## config.mk

```make
export PLATFORM = sky130hd
export DESIGN_NAME = bist_fault_reporter_flat
export DESIGN_NICKNAME = d
export VERILOG_FILES = /design/src/rtl/bist_fault_reporter_pkg.sv /design/src/rtl/bist_fault_reporter_if.sv /design/src/rtl/bist_fault_reporter_fifo.sv /design/src/rtl/bist_fault_reporter.sv /design/src/flat_wrapper.sv
export SDC_FILE = /design/constraint.sdc
export NUM_CORES = 1
export LEC_CHECK = 0
export CELL_PAD_IN_SITES_DETAIL_PLACEMENT = 0
export CELL_PAD_IN_SITES_GLOBAL_PLACEMENT = 2
export CORE_UTILIZATION = 30
export CTS_BUF_LIST = sky130_fd_sc_hd__clkbuf_2 sky130_fd_sc_hd__clkbuf_4 sky130_fd_sc_hd__clkbuf_8
export DETAILED_ROUTE_END_ITERATION = 16
export PLACE_DENSITY = 0.73
export SLEW_MARGIN = 15
export SYNTH_ARGS = -nofsm -noshare
export SYNTH_HDL_FRONTEND = slang
export SYNTH_SLANG_ARGS = --single-unit
```

## constraint.sdc

```tcl
create_clock -name clk -period 2.8 [get_ports clk]
set_input_delay 0.28 -clock clk [delete_from_list [all_inputs] [get_ports clk]]
set_output_delay 0.28 -clock clk [all_outputs]
set_load 0.03 [all_outputs]
```

## src/rtl/bist_fault_reporter_pkg.sv

```systemverilog
// Shared types for the BIST fault-report path: field widths, the buffered
// fault entry and the reporter session states.
package bira_pkg;
  localparam int ROW_W  = 10;
  localparam int COL_W  = 10;
  localparam int BANK_W = 2;
  localparam int IO_W   = 8;

  typedef struct packed {
    logic [BANK_W-1:0] bank;
    logic [ROW_W-1:0]  row;
    logic [COL_W-1:0]  col;
    logic [IO_W-1:0]   mask;
  } fault_entry_t;

  typedef enum logic [2:0] {IDLE, RUN, DRAIN, DONE, ABORT} rpt_state_e;

  function automatic logic [7:0] sat_inc8(input logic [7:0] v);
    return (v == 8'hFF) ? v : v + 8'd1;
  endfunction
endpackage

```

## src/rtl/bist_fault_reporter_if.sv

```systemverilog
// March-engine / BIRA facing signals of the fault reporter.
// master = environment (march engine + BIRA), slave = reporter.
interface bist_fault_reporter_if;
  import bira_pkg::*;
  logic              start;
  logic              cmp_valid;
  logic [ROW_W-1:0]  cmp_row;
  logic [COL_W-1:0]  cmp_col;
  logic [BANK_W-1:0] cmp_bank;
  logic [IO_W-1:0]   cmp_err_mask;
  logic              march_done;
  logic              early_term;
  logic              bist_stall;
  logic              bist_abort;
  logic              fault_detect;
  logic [ROW_W-1:0]  row_add_out;
  logic [COL_W-1:0]  col_add_out;
  logic [IO_W-1:0]   col_flag_out;
  logic [BANK_W-1:0] bank_out;
  logic              test_end;
  logic              overflow;
  logic [7:0]        fault_count;

  modport master (
    output start, cmp_valid, cmp_row, cmp_col, cmp_bank, cmp_err_mask, march_done, early_term,
    input  bist_stall, bist_abort, fault_detect, row_add_out, col_add_out, col_flag_out,
           bank_out, test_end, overflow, fault_count
  );
  modport slave (
    input  start, cmp_valid, cmp_row, cmp_col, cmp_bank, cmp_err_mask, march_done, early_term,
    output bist_stall, bist_abort, fault_detect, row_add_out, col_add_out, col_flag_out,
           bank_out, test_end, overflow, fault_count
  );
endinterface

```

## src/rtl/bist_fault_reporter_fifo.sv

```systemverilog
// Fault-entry FIFO with synchronous flush. A push while full is accepted
// when a pop happens in the same cycle.
module fault_fifo
  import bira_pkg::*;
#(
  parameter int DEPTH = 4
) (
  input  logic                   clk,
  input  logic                   rst,
  input  logic                   flush,
  input  logic                   push,
  input  fault_entry_t           din,
  input  logic                   pop,
  output fault_entry_t           dout,
  output logic                   full,
  output logic                   empty,
  output logic [$clog2(DEPTH):0] count
);
  localparam int AW = $clog2(DEPTH);
  localparam logic [AW:0] FULL_CNT = (AW+1)'(DEPTH);

  fault_entry_t  mem_q [DEPTH];
  fault_entry_t  mem_d [DEPTH];
  logic [AW-1:0] wr_q, wr_d, rd_q, rd_d;
  logic [AW:0]   cnt_q, cnt_d;
  logic          do_push, do_pop;

  assign full  = (cnt_q == FULL_CNT);
  assign empty = (cnt_q == '0);
  assign count = cnt_q;
  assign dout  = mem_q[rd_q];

  always_comb begin
    do_pop  = pop && !empty;
    do_push = push && (!full || do_pop);
    mem_d   = mem_q;
    wr_d    = wr_q;
    rd_d    = rd_q;
    cnt_d   = cnt_q;
    if (flush) begin
      wr_d  = '0;
      rd_d  = '0;
      cnt_d = '0;
    end else begin
      if (do_push) begin
        mem_d[wr_q] = din;
        wr_d        = wr_q + AW'(1);
      end
      if (do_pop) rd_d = rd_q + AW'(1);
      cnt_d = cnt_q + (AW+1)'(do_push) - (AW+1)'(do_pop);
    end
  end

  always_ff @(posedge clk) begin
    if (rst) begin
      for (int i = 0; i < DEPTH; i++) mem_q[i] <= '0;
      wr_q  <= '0;
      rd_q  <= '0;
      cnt_q <= '0;
    end else begin
      mem_q <= mem_d;
      wr_q  <= wr_d;
      rd_q  <= rd_d;
      cnt_q <= cnt_d;
    end
  end
endmodule

```

## src/rtl/bist_fault_reporter.sv

```systemverilog
// BIST-side fault-report transmitter: buffers faulty compares and paces them
// to BIRA as single-cycle fault_detect strobes, with drain/abort session control.
module bist_fault_reporter
  import bira_pkg::*;
#(
  parameter int FIFO_DEPTH = 4,
  parameter int REPORT_GAP = 2
) (
  input  logic                  clk,
  input  logic                  rst,
  bist_fault_reporter_if.slave  bus
);
  localparam int CW = $clog2(FIFO_DEPTH);
  localparam int GW = (REPORT_GAP < 1) ? 1 : $clog2(REPORT_GAP + 1);

  rpt_state_e   state_q, state_d;
  logic [GW-1:0] gap_q, gap_d;
  logic         fd_q, fd_d, te_q, te_d, abort_q, abort_d, ovf_q, ovf_d;
  logic [7:0]   cnt_q, cnt_d;
  fault_entry_t rep_q, rep_d;

  logic         f_push, f_pop, f_flush, f_full, f_empty, enter_run;
  logic [CW:0]  f_count;
  fault_entry_t f_din, f_dout;

  fault_fifo #(.DEPTH(FIFO_DEPTH)) u_fifo (
    .clk   (clk),
    .rst   (rst),
    .flush (f_flush),
    .push  (f_push),
    .din   (f_din),
    .pop   (f_pop),
    .dout  (f_dout),
    .full  (f_full),
    .empty (f_empty),
    .count (f_count)
  );

  always_comb begin
    f_din  = '{bank: bus.cmp_bank, row: bus.cmp_row, col: bus.cmp_col, mask: bus.cmp_err_mask};
    f_push = (state_q == RUN) && bus.cmp_valid && (bus.cmp_err_mask != '0);
    f_pop  = ((state_q == RUN) || (state_q == DRAIN)) && !f_empty && (gap_q == '0);

    state_d = state_q;
    case (state_q)
      IDLE:        if (bus.start) state_d = RUN;
      RUN:         if (bus.early_term) state_d = ABORT;
                   else if (bus.march_done) state_d = DRAIN;
      DRAIN:       if (bus.early_term) state_d = ABORT;
                   else if (f_empty) state_d = DONE;
      DONE, ABORT: if (bus.start) state_d = RUN;
      default:     state_d = IDLE;
    endcase

    enter_run = (state_d == RUN) && (state_q != RUN);
    // Abort flushes the queue, but a pop on the same edge still gets reported.
    f_flush   = enter_run || ((state_d == ABORT) && (state_q != ABORT));

    fd_d    = f_pop;
    rep_d   = f_pop ? f_dout : rep_q;
    cnt_d   = f_pop ? sat_inc8(cnt_q) : cnt_q;
    gap_d   = f_pop ? GW'(REPORT_GAP) : ((gap_q != '0) ? gap_q - GW'(1) : gap_q);
    ovf_d   = ovf_q || (f_push && f_full && !f_pop);
    te_d    = (state_q == DONE) || (state_q == ABORT);
    abort_d = (state_d == ABORT);
    if (enter_run) begin
      gap_d = '0;
      cnt_d = '0;
      ovf_d = 1'b0;
      te_d  = 1'b0;
    end
  end

  always_ff @(posedge clk) begin
    if (rst) begin
      state_q <= IDLE;
      gap_q   <= '0;
      fd_q    <= 1'b0;
      te_q    <= 1'b0;
      abort_q <= 1'b0;
      ovf_q   <= 1'b0;
      cnt_q   <= '0;
      rep_q   <= '0;
    end else begin
      state_q <= state_d;
      gap_q   <= gap_d;
      fd_q    <= fd_d;
      te_q    <= te_d;
      abort_q <= abort_d;
      ovf_q   <= ovf_d;
      cnt_q   <= cnt_d;
      rep_q   <= rep_d;
    end
  end

  assign bus.bist_stall   = (f_count == (CW+1)'(FIFO_DEPTH)) && !f_empty;
  assign bus.bist_abort   = abort_q;
  assign bus.fault_detect = fd_q;
  assign bus.row_add_out  = rep_q.row;
  assign bus.col_add_out  = rep_q.col;
  assign bus.col_flag_out = rep_q.mask;
  assign bus.bank_out     = rep_q.bank;
  assign bus.test_end     = te_q;
  assign bus.overflow     = ovf_q;
  assign bus.fault_count  = cnt_q;
endmodule

```

## src/flat_wrapper.sv

```systemverilog
// flat-port wrapper written by rule: the top's interface ports become plain ports
module bist_fault_reporter_flat import bira_pkg::*;
#(
  parameter int FIFO_DEPTH = 4,
  parameter int REPORT_GAP = 2
)
  (clk, rst, bus_start, bus_cmp_valid, bus_cmp_row, bus_cmp_col, bus_cmp_bank, bus_cmp_err_mask, bus_march_done, bus_early_term, bus_bist_stall, bus_bist_abort, bus_fault_detect, bus_row_add_out, bus_col_add_out, bus_col_flag_out, bus_bank_out, bus_test_end, bus_overflow, bus_fault_count);
  bist_fault_reporter_if bus_i ();
  input  logic clk;
  input  logic rst;
  input wire logic [$bits(bus_i.start)-1:0] bus_start;
  input wire logic [$bits(bus_i.cmp_valid)-1:0] bus_cmp_valid;
  input wire logic [$bits(bus_i.cmp_row)-1:0] bus_cmp_row;
  input wire logic [$bits(bus_i.cmp_col)-1:0] bus_cmp_col;
  input wire logic [$bits(bus_i.cmp_bank)-1:0] bus_cmp_bank;
  input wire logic [$bits(bus_i.cmp_err_mask)-1:0] bus_cmp_err_mask;
  input wire logic [$bits(bus_i.march_done)-1:0] bus_march_done;
  input wire logic [$bits(bus_i.early_term)-1:0] bus_early_term;
  output wire logic [$bits(bus_i.bist_stall)-1:0] bus_bist_stall;
  output wire logic [$bits(bus_i.bist_abort)-1:0] bus_bist_abort;
  output wire logic [$bits(bus_i.fault_detect)-1:0] bus_fault_detect;
  output wire logic [$bits(bus_i.row_add_out)-1:0] bus_row_add_out;
  output wire logic [$bits(bus_i.col_add_out)-1:0] bus_col_add_out;
  output wire logic [$bits(bus_i.col_flag_out)-1:0] bus_col_flag_out;
  output wire logic [$bits(bus_i.bank_out)-1:0] bus_bank_out;
  output wire logic [$bits(bus_i.test_end)-1:0] bus_test_end;
  output wire logic [$bits(bus_i.overflow)-1:0] bus_overflow;
  output wire logic [$bits(bus_i.fault_count)-1:0] bus_fault_count;
  assign bus_i.start = bus_start;
  assign bus_i.cmp_valid = bus_cmp_valid;
  assign bus_i.cmp_row = bus_cmp_row;
  assign bus_i.cmp_col = bus_cmp_col;
  assign bus_i.cmp_bank = bus_cmp_bank;
  assign bus_i.cmp_err_mask = bus_cmp_err_mask;
  assign bus_i.march_done = bus_march_done;
  assign bus_i.early_term = bus_early_term;
  assign bus_bist_stall = bus_i.bist_stall;
  assign bus_bist_abort = bus_i.bist_abort;
  assign bus_fault_detect = bus_i.fault_detect;
  assign bus_row_add_out = bus_i.row_add_out;
  assign bus_col_add_out = bus_i.col_add_out;
  assign bus_col_flag_out = bus_i.col_flag_out;
  assign bus_bank_out = bus_i.bank_out;
  assign bus_test_end = bus_i.test_end;
  assign bus_overflow = bus_i.overflow;
  assign bus_fault_count = bus_i.fault_count;
  bist_fault_reporter #(.FIFO_DEPTH(FIFO_DEPTH), .REPORT_GAP(REPORT_GAP)) u_core (.clk(clk), .rst(rst), .bus(bus_i));
endmodule
```

# After elaboration in Yosys (flattened, before gate mapping)
# Cells that the tools add are included.
# Widths: inputs -> output; s select.
[op_classes]
multipliers = 0
n_eq_ne = 10
n_div = 0
reduce_logical = 32
addsub = 6
bitwise_logic = 4
shifts = 0
n_mux = 14
magnitude_cmp = 3
[ops]
columns = ["cell", "count"]
rows = [
  ["$bwmux 120", 1],
  ["$mux 30", 3],
  ["$bmux 30 s2", 1],
  ["$demux 30 s2", 1],
  ["$mux 3", 5],
  ["$logic_and 1x1->1", 12],
  ["$eq 3x3->1 const B", 3],
  ["$pmux 3 s3", 1],
  ["$add 8x1->8 const B", 1],
  ["$eq 8x8->1 const B", 1],
  ["$reduce_bool 8->1", 1],
  ["$eq 3x1->1 const B", 2],
  ["$eq 3x2->1 const B", 2],
  ["$ge 3x3->1 const B", 2],
  ["$logic_not 3->1", 2],
  ["$not 2->3", 2],
  ["$reduce_or 3->1", 2],
  ["$logic_or 1x1->1", 5],
  ["$add 2x1->2 const B", 2],
  ["$mux 2", 2],
  ["$reduce_and 2->1", 2],
  ["$reduce_bool 2->1", 2],
  ["$reduce_or 2->1", 2],
  ["$add 3x1->3", 1],
  ["8 further kinds", 11],
]
[word_totals]
register_bits = 174
ramBits = 0
latchBits = 0
mem_bits_ro = 0
memories = 0

# Depth between registers and ports, before layout
[depth]
depth_word = 9
mapped_depth = 13
depth_no_buf = 11

# Modules after synthesis
# Synthesis repeated with hierarchy kept, for this count alone.
[hier_totals]
cells_unflattened = 743
area_unflattened_um2 = 7785.0
[modules_own_cells]
columns = ["mod", "instances", "cells_per_inst", "area_per_inst_um2", "seq_area_each_um2"]
rows = [
  ["fault_fifo", 1, 508, 5871.9, 2542.4],
  ["bist_fault_reporter", 1, 235, 1913.1, 940.9],
]

# Worst setup path before layout
# No wires, ideal clock.
[synth_path]
path_type = "register to register"
startpoint = "reg u_core.u_fifo.cnt_q[1], in the netlist u_core.u_fifo.count[1]"
endpoint = "reg u_core.u_fifo.cnt_q[2], in the netlist u_core.u_fifo.count[2]"
setup_ns = 0.134
path_stages_with_launch = 13
n_path_buf = 1
required_ns = 2.666
synth_period_minus_slack_ns = 2.593
setup_slack_ns = 0.207
arrival_ns = 2.460
cell_sequence = "dfxtp_1 > nor3b_2 > o41ai_2 > buf_6 > nand2_1 > ha_1 > inv_1 > ha_1 > inv_1 > fa_1 > xor2_1 > xnor2_1 > nor3_1"
[synth_via]
elab_chain_len = 9
[synth_lines]
columns = ["item", "line", "text"]
rows = [
  ["start: declaration", "bist_fault_reporter_fifo.sv:25", "logic [AW:0] cnt_q, cnt_d;"],
  ["start signal: assignment", "bist_fault_reporter_fifo.sv:64", "cnt_q <= cnt_d;"],
  ["$logic_not 3->1", "bist_fault_reporter_fifo.sv:29", "assign empty = (cnt_q == '0);"],
  ["$logic_not 1->1", "bist_fault_reporter_fifo.sv:34, bist_fault_reporter.sv:42", ""],
  ["$logic_and 1x1->1 (2 in a row)", "bist_fault_reporter.sv:42", "f_pop = ((state_q == RUN) || (state_q == DRAIN)) && !f_empty && (gap_q == '0);"],
  ["$logic_and 1x1->1", "bist_fault_reporter_fifo.sv:34", "do_pop = pop && !empty;"],
  ["$logic_or 1x1->1", "bist_fault_reporter_fifo.sv:35", "do_push = push && (!full || do_pop);"],
  ["$logic_and 1x1->1", "bist_fault_reporter_fifo.sv:35", ""],
  ["$add 3x1->3", "bist_fault_reporter_fifo.sv:50", "cnt_d = cnt_q + (AW+1)'(do_push) - (AW+1)'(do_pop);"],
  ["$sub 3x1->3", "bist_fault_reporter_fifo.sv:50", ""],
]
# Parallel ways exist; a longest one is shown, timed or not.
# A chain may end at the register's enable or synchronous reset.

# Worst setup path after layout
[layout_path]
startpoint = "reg u_core.state_q[1]"
endpoint = "reg u_core.u_fifo.cnt_q[2], in the netlist u_core.u_fifo.count[2]"
[layout_via]
elab_chain_len = 9
[layout_lines]
columns = ["item", "line", "text"]
rows = [
  ["start: declaration", "bist_fault_reporter.sv:16", "rpt_state_e state_q, state_d;"],
  ["start signal: assignment", "bist_fault_reporter.sv:85", "state_q <= state_d;"],
  ["$eq 3x1->1 or $eq 3x2->1 (tied branches)", "bist_fault_reporter.sv:41, bist_fault_reporter.sv:42, bist_fault_reporter.sv:45", ""],
  ["$logic_or 1x1->1", "bist_fault_reporter.sv:42", ""],
  ["$logic_and 1x1->1 (2 in a row)", "bist_fault_reporter.sv:42", ""],
  ["$logic_and 1x1->1", "bist_fault_reporter_fifo.sv:34", ""],
  ["$logic_or 1x1->1", "bist_fault_reporter_fifo.sv:35", ""],
  ["$logic_and 1x1->1", "bist_fault_reporter_fifo.sv:35", ""],
  ["$add 3x1->3", "bist_fault_reporter_fifo.sv:50", ""],
  ["$sub 3x1->3", "bist_fault_reporter_fifo.sv:50", ""],
]
# Parallel ways exist; a longest one is shown, timed or not.

==> flow_summary.ini <==
[outcome]
outcome = complete, no violations

[setup_path]
cp_max_fo = 11
timing.critical_path.buf_inv = 2
end_kind = flop
cp-start-kind = flop
crit_arrival_ps = 2950
critical_path.max_stage_delay_ps = 560
path_delay_family = adder cells
cp_cell_sequence = xnor2_1, o41ai_2, nand2_1, ha_1, inv_1, ha_1, inv_1, fa_1, xor2_1, xnor2_1, nor3_1
criticalPathCategory = reg -> reg
slowest_stage = dfxtp_1
crit_required_ps = 3170

[synth]
ys_top_cells_by_count = nand2_1, dfxtp_1, mux2i_1
syn_nets = 778
yosysSeqAreaShare_pct = 47.1
syn_inst = 734
syn-mean-instance-area_sq_um = 10.1
synth_area_sq_um = 7390
synth_edf_count = 0
ys_warn_count = 0
yosysTopAreaCell = dfxtp_1
async_flop_share_pct = 0
ys.flop_type = dfxtp_1
synthTopCellsByArea = dfxtp_1, mux2i_1, nand2_1
synth_cell_types = 48
ys_ff_latch = 174
synth_top_cell_area_share_pct = 47.1
synth_most_common_cell = nand2_1

[floorplanning]
dieArea_sq_um = 25300
rows = 57
die_h_microns = 159
coreArea_sq_um = 24200
initial_core_util_pct = 30.5
top_level_ports = 79
fp.dieW_microns = 159

[timing]
fin_setup_tns_ps = 0
hold_violations = 0
worst_pin_slew_ps = 623
rsz0062_at_grt = no
timing_max_transition_violations_final = 0
slew_headroom_pct = 58.3
period_needed_ps = 2580
final.setup.worst_slack_ps = 223
timing.final.crit_share_pct = 92.0
finalClockSkew_ps = 13.5
setup-violations-final = 0
max_freq_ghz = 0.388

[pwr]
peakVddDrop_uv = 230
p_leak_uw = 0.00357
cellPowerDensity_nw_per_um2 = 536
total_power_uw = 4760

[placement]
place.gp.congestion = 0.713
dp_slack_ps = 68.4
io_buffers = 78
dpl.hpwl_mm = 11.7

[route]
drc = 0
wl_mm = 18.2
dr.max_layer_used = met4
wl_met2_mm = 8.76
wl_met1_mm = 8.75
vias = 5424
dr.pass1.iters = 4
first_iter_violations = 281
met3_length_microns = 438
routed_via_density = 4.78
wl_per_cell_microns = 16.1
drtAntennaViolNets = 0

[clock_tree]
clock-sinks = 174
cts_buffer_depth = 2
numCtsBuffers = 17
htree_levels = 4
post_cts_resized = 0
cts_setup_buffers = 0
worstSkewPairLatency_ps = 460
holdBufCountCts = 0
cts_tree = built
clockRootBuffer = clkbuf_8
clk_pin_slew_ps = 100

[grt]
grt_pass1_wl_mm = 29.6
grt_pass1_vias = 5683
grt_overflow = 0
grt_max_degree = 78
gr-usage-all-layers_pct = 14.9
antenna_found_initial = 0

[run]
maxCapViolations = 0

[cells_and_area]
insertedDiodeCount = 0
nNetsFinal = 841
drive_above_1_share_pct = 11.9
n_fill_cell = 2454
area_growth_pct = 20.0

[min_path]
hold_class = in -> reg
sequential cells by signal, indices dropped and copies added, names as in the netlist, 3 cells and up:
signal,cells
u_core.bus.col_add_out,10
u_core.bus.col_flag_out,8
u_core.bus.fault_count,8
u_core.bus.row_add_out,10
u_core.state_q,3
u_core.u_fifo.count,3
u_core.u_fifo.mem_q,120
routing by layer:
layer,vias to the layer above,global-route usage [%]
li1,2668,-
met1,2669,19.2
met2,76,24.8
met3,11,3.13
met4,0,4.85
met5,-,0
report_power, final:
part	switching, uW	internal [uW]	total [uW]
clock network	945	765	1710
registers	37.9	2520	2550
logic	287	205	492
total	1270	3490	4760
logic make-up (layout without fill, tap and decap cells):
kind of cell	after synthesis	after routing	share of synthesized area (%)
fa+ha+maj	8	8	1.46
buf+inv	63	139	4.33
mux	150	150	25.4
flops	174	174	47.1
compound gates	63	63	5.15
xor+xnor	6	6	0.711
simple gates	270	270	15.8
final timing paths:
check / cells after the start / endpoint / from / slack [ps]
worst max register to register: 11 / u_core.u_fifo.count[2] / u_core.state_q[1] / 220
worst min register to register: 2 / u_core.bus.col_add_out[4] / u_core.bus.col_add_out[4] / 460
worst max-delay path: 11 / u_core.u_fifo.count[2] / u_core.state_q[1] / 220
worst min-delay path: 4 / u_core.u_fifo.mem_q[62] / rst / 340
worst register-to-register path: cells and delay by family (launching register included):
kind	cells	cell delay, ps
xor gates and xnor gates	3	480
and+or+nand+nor	2	230
AOI/OAI and AO/OA	1	320
DFF	1	560
adders and majority gates	3	810
buffers and inverters	2	100
placed cells by master, fill, tap and decap left out, types with 4 or more instances in the layout:
cell type | netlist | final
nand2_1 | 214 | 214
dfxtp_1 | 174 | 172
mux2i_1 | 120 | 120
clkdlybuf4s50_1 | 0 | 77
a21oi_1 | 40 | 40
mux4_2 | 30 | 30
clkbuf_8 | 0 | 19
buf_4 | 10 | 19
nor2_1 | 13 | 13
nor3_1 | 8 | 8
ha_1 | 7 | 7
inv_1 | 5 | 5
clkinvlp_4 | 0 | 5
nand3_1 | 4 | 4
nand4_1 | 4 | 4
o31ai_1 | 4 | 4
layout make-up:
cell class / count / area (sq um) / share of cell area [%]
clock buffer: 20 / 269 / 3.03
clock inverter: 12 / 113 / 1.27
inverter: 7 / 28.8 / 0.324
multi-input combinational: 497 / 3590 / 40.5
sequential: 174 / 3490 / 39.3
tap: 324 / 405 / 4.57
timing repair buffer: 100 / 978 / 11.0
stage by stage:
step	instance area (sq um)	utilization (%)	instances	hold WS (ps)
after global placement	8490	35.0	1102	439
final	8870	36.6	1134	342
after global routing	8870	36.6	1134	383
after CTS	8870	36.6	1134	325
after detailed placement	8490	35.0	1102	446
after floorplan	7390	-	734	432
Power figures use the tool's default switching activity.
==> RTL change (same flow settings) <==
Reset style: asynchronous (`rst`), changed in 2 clocked blocks.
--- a/src/rtl/bist_fault_reporter_fifo.sv
+++ b/src/rtl/bist_fault_reporter_fifo.sv
@@ -52,5 +52,5 @@
   end
 
-  always_ff @(posedge clk) begin
+  always_ff @(posedge clk or posedge rst) begin
     if (rst) begin
       for (int i = 0; i < DEPTH; i++) mem_q[i] <= '0;
--- a/src/rtl/bist_fault_reporter.sv
+++ b/src/rtl/bist_fault_reporter.sv
@@ -72,5 +72,5 @@
   end
 
-  always_ff @(posedge clk) begin
+  always_ff @(posedge clk or posedge rst) begin
     if (rst) begin
       state_q <= IDLE;
Formal check against the unedited RTL: differs if rst is asserted again (counterexample within 4 cycles, from zero or initial values and one cycle with rst high); with rst held inactive, the same outputs for 4 cycles.
==> RTL change against the original RTL <==
- synthesized area is 11% higher
- count of clock-buffer cells in the layout is 2 lower
- non-clock buffer count is 8 higher
- design area is 13% higher
- sequential cell count stayed put
- global-route usage is 0.80 points lower
- worst setup slack worse by 0.054 ns
- die area is 11% higher
- wire length is 1.1% higher
- worst hold slack worse by 0.040 ns
Power is not compared: it rests on default switching activity, and its combinational part moved more than twofold at a synthesized area within 25%.
==> RTL change: results (changes against the original RTL) <==
Final layout
  • Layout cells sized above 1: 0.340 (was 0.119)
  • Count of placed standard cells in the final layout, fillers left out: 1006 (was 1134)

GRT
  • Maximum number of pins on one net before global-route repair: 62 (was 78)
  • Total global routing track utilization: 0.141 (was 0.149)
  • Wire length of the first global-routing pass: 30500 µm (was 29600 µm)

Worst setup path
  • Setup slack on the worst flop-to-flop path: 0.17 ns (was 0.22 ns)
  • Data arrival, critical path: 2.98 ns (was 2.95 ns)
  • FF-to-FF path depth: 13 (was 11)
  • Worst Setup EP: u_core.u_fifo.count[2] (unchanged)
  • Launch point of the worst reg-to-reg path: u_core.gap_q[1] (was u_core.state_q[1])

Place
  • Total half-perimeter wirelength after legalization and detailed placement: 11900 µm (was 11700 µm)
  • Worst Setup Slack post-DPL: -0.219 ns (was 0.0684 ns)
  • Total cell area at the placement stage: 9510 µm² (was 8490 µm²)

STA
  • Worst clock skew: 0.0196 ns (was 0.0135 ns)
  • Worst slew margin relative to its limit: 0.507 (was 0.583)

Synth
  • Synth cell types: 42 (was 48)
  • Async S/R FF share, synth: 1.00 (was 0)
  • Cell types occupying the most area after synthesis: sky130_fd_sc_hd__dfrtp_1 53%, sky130_fd_sc_hd__mux2_4 22%, sky130_fd_sc_hd__mux4_2 8.3% (was sky130_fd_sc_hd__dfxtp_1 47%, sky130_fd_sc_hd__mux2i_1 16%, sky130_fd_sc_hd__nand2_1 11%)
  • Compound-cell area share of the yosys netlist: 0.0179 (was 0.0515)
  • Number of standard cells after synthesis: 557 (was 734)
  • Post-synth net total: 602 (was 778)
  • Proportion of synthesized area in mux cells: 0.304 (was 0.254)
  • Post-synthesis adder-cell area fraction: 0.0147 (was 0.0146)
  • Netlist Area Pre-Place: 8180 µm² (was 7390 µm²)
  • Post-synthesis sequential area ratio: 0.532 (was 0.471)
  • Dominant synthesized flop cell: sky130_fd_sc_hd__dfrtp_1 (was sky130_fd_sc_hd__dfxtp_1)

Detailed routing
  • DRC violation total after the first TritonRoute iteration: 246 (was 281)

Run status
  • Result of the run: finished clean (unchanged)
==> RTL change: timing repair <==
| item | 4_1_cts | 5_1_grt |
|---|---|---|
| resized for setup | 0 | 3 |
| endpoints found under the hold margin | 0 | 0 |
| setup buffers | 0 | 0 |
| setup endpoints to repair | 0 | 1 |
==> RTL change: final cells by class <==
type | count | area (µm²)
multi-input cells | 339 | 3550
inverters | 12 | 48.8
clock buffers | 18 | 248
clock inverters | 14 | 225
flip-flops and latches | 174 | 4360
well taps | 341 | 427
fillers | 2558 | 16900
repair buffers | 108 | 1140
==> RTL change: layer usage <==
metal,vias to the layer above,global-route usage,share of wire
li1,2124,-,-
met1,2479,0.185,0.46
met2,72,0.238,0.50
met3,11,0.0272,0.027
met4,0,0.0367,0.0094
met5,-,0,0
==> RTL change: logic make-up after synthesis <==
| logic type | count (synthesis) |
|---|---|
| AND/OR/NAND/NOR | 145 |
| AO/OA/AOI/OAI | 21 |
| XOR/XNOR | 13 |
| flip-flops | 174 |
| buffers and inverters | 44 |
| multiplexers | 151 |
| adder cells (fa/ha/maj) | 9 |
==> RTL change: worst max-delay path, cell delays in order (launching register included) <==
cell,delay [ns]
sky130_fd_sc_hd__dfrtp_1,0.40
sky130_fd_sc_hd__inv_1,0.09
sky130_fd_sc_hd__ha_4,0.16
sky130_fd_sc_hd__nor2b_1,0.12
sky130_fd_sc_hd__or3b_2,0.47
sky130_fd_sc_hd__inv_2,0.07
sky130_fd_sc_hd__ha_1,0.22
sky130_fd_sc_hd__inv_1,0.06
sky130_fd_sc_hd__ha_1,0.14
sky130_fd_sc_hd__inv_1,0.05
sky130_fd_sc_hd__fa_1,0.38
sky130_fd_sc_hd__xor2_1,0.18
sky130_fd_sc_hd__xnor2_1,0.13
sky130_fd_sc_hd__nor2_1,0.05
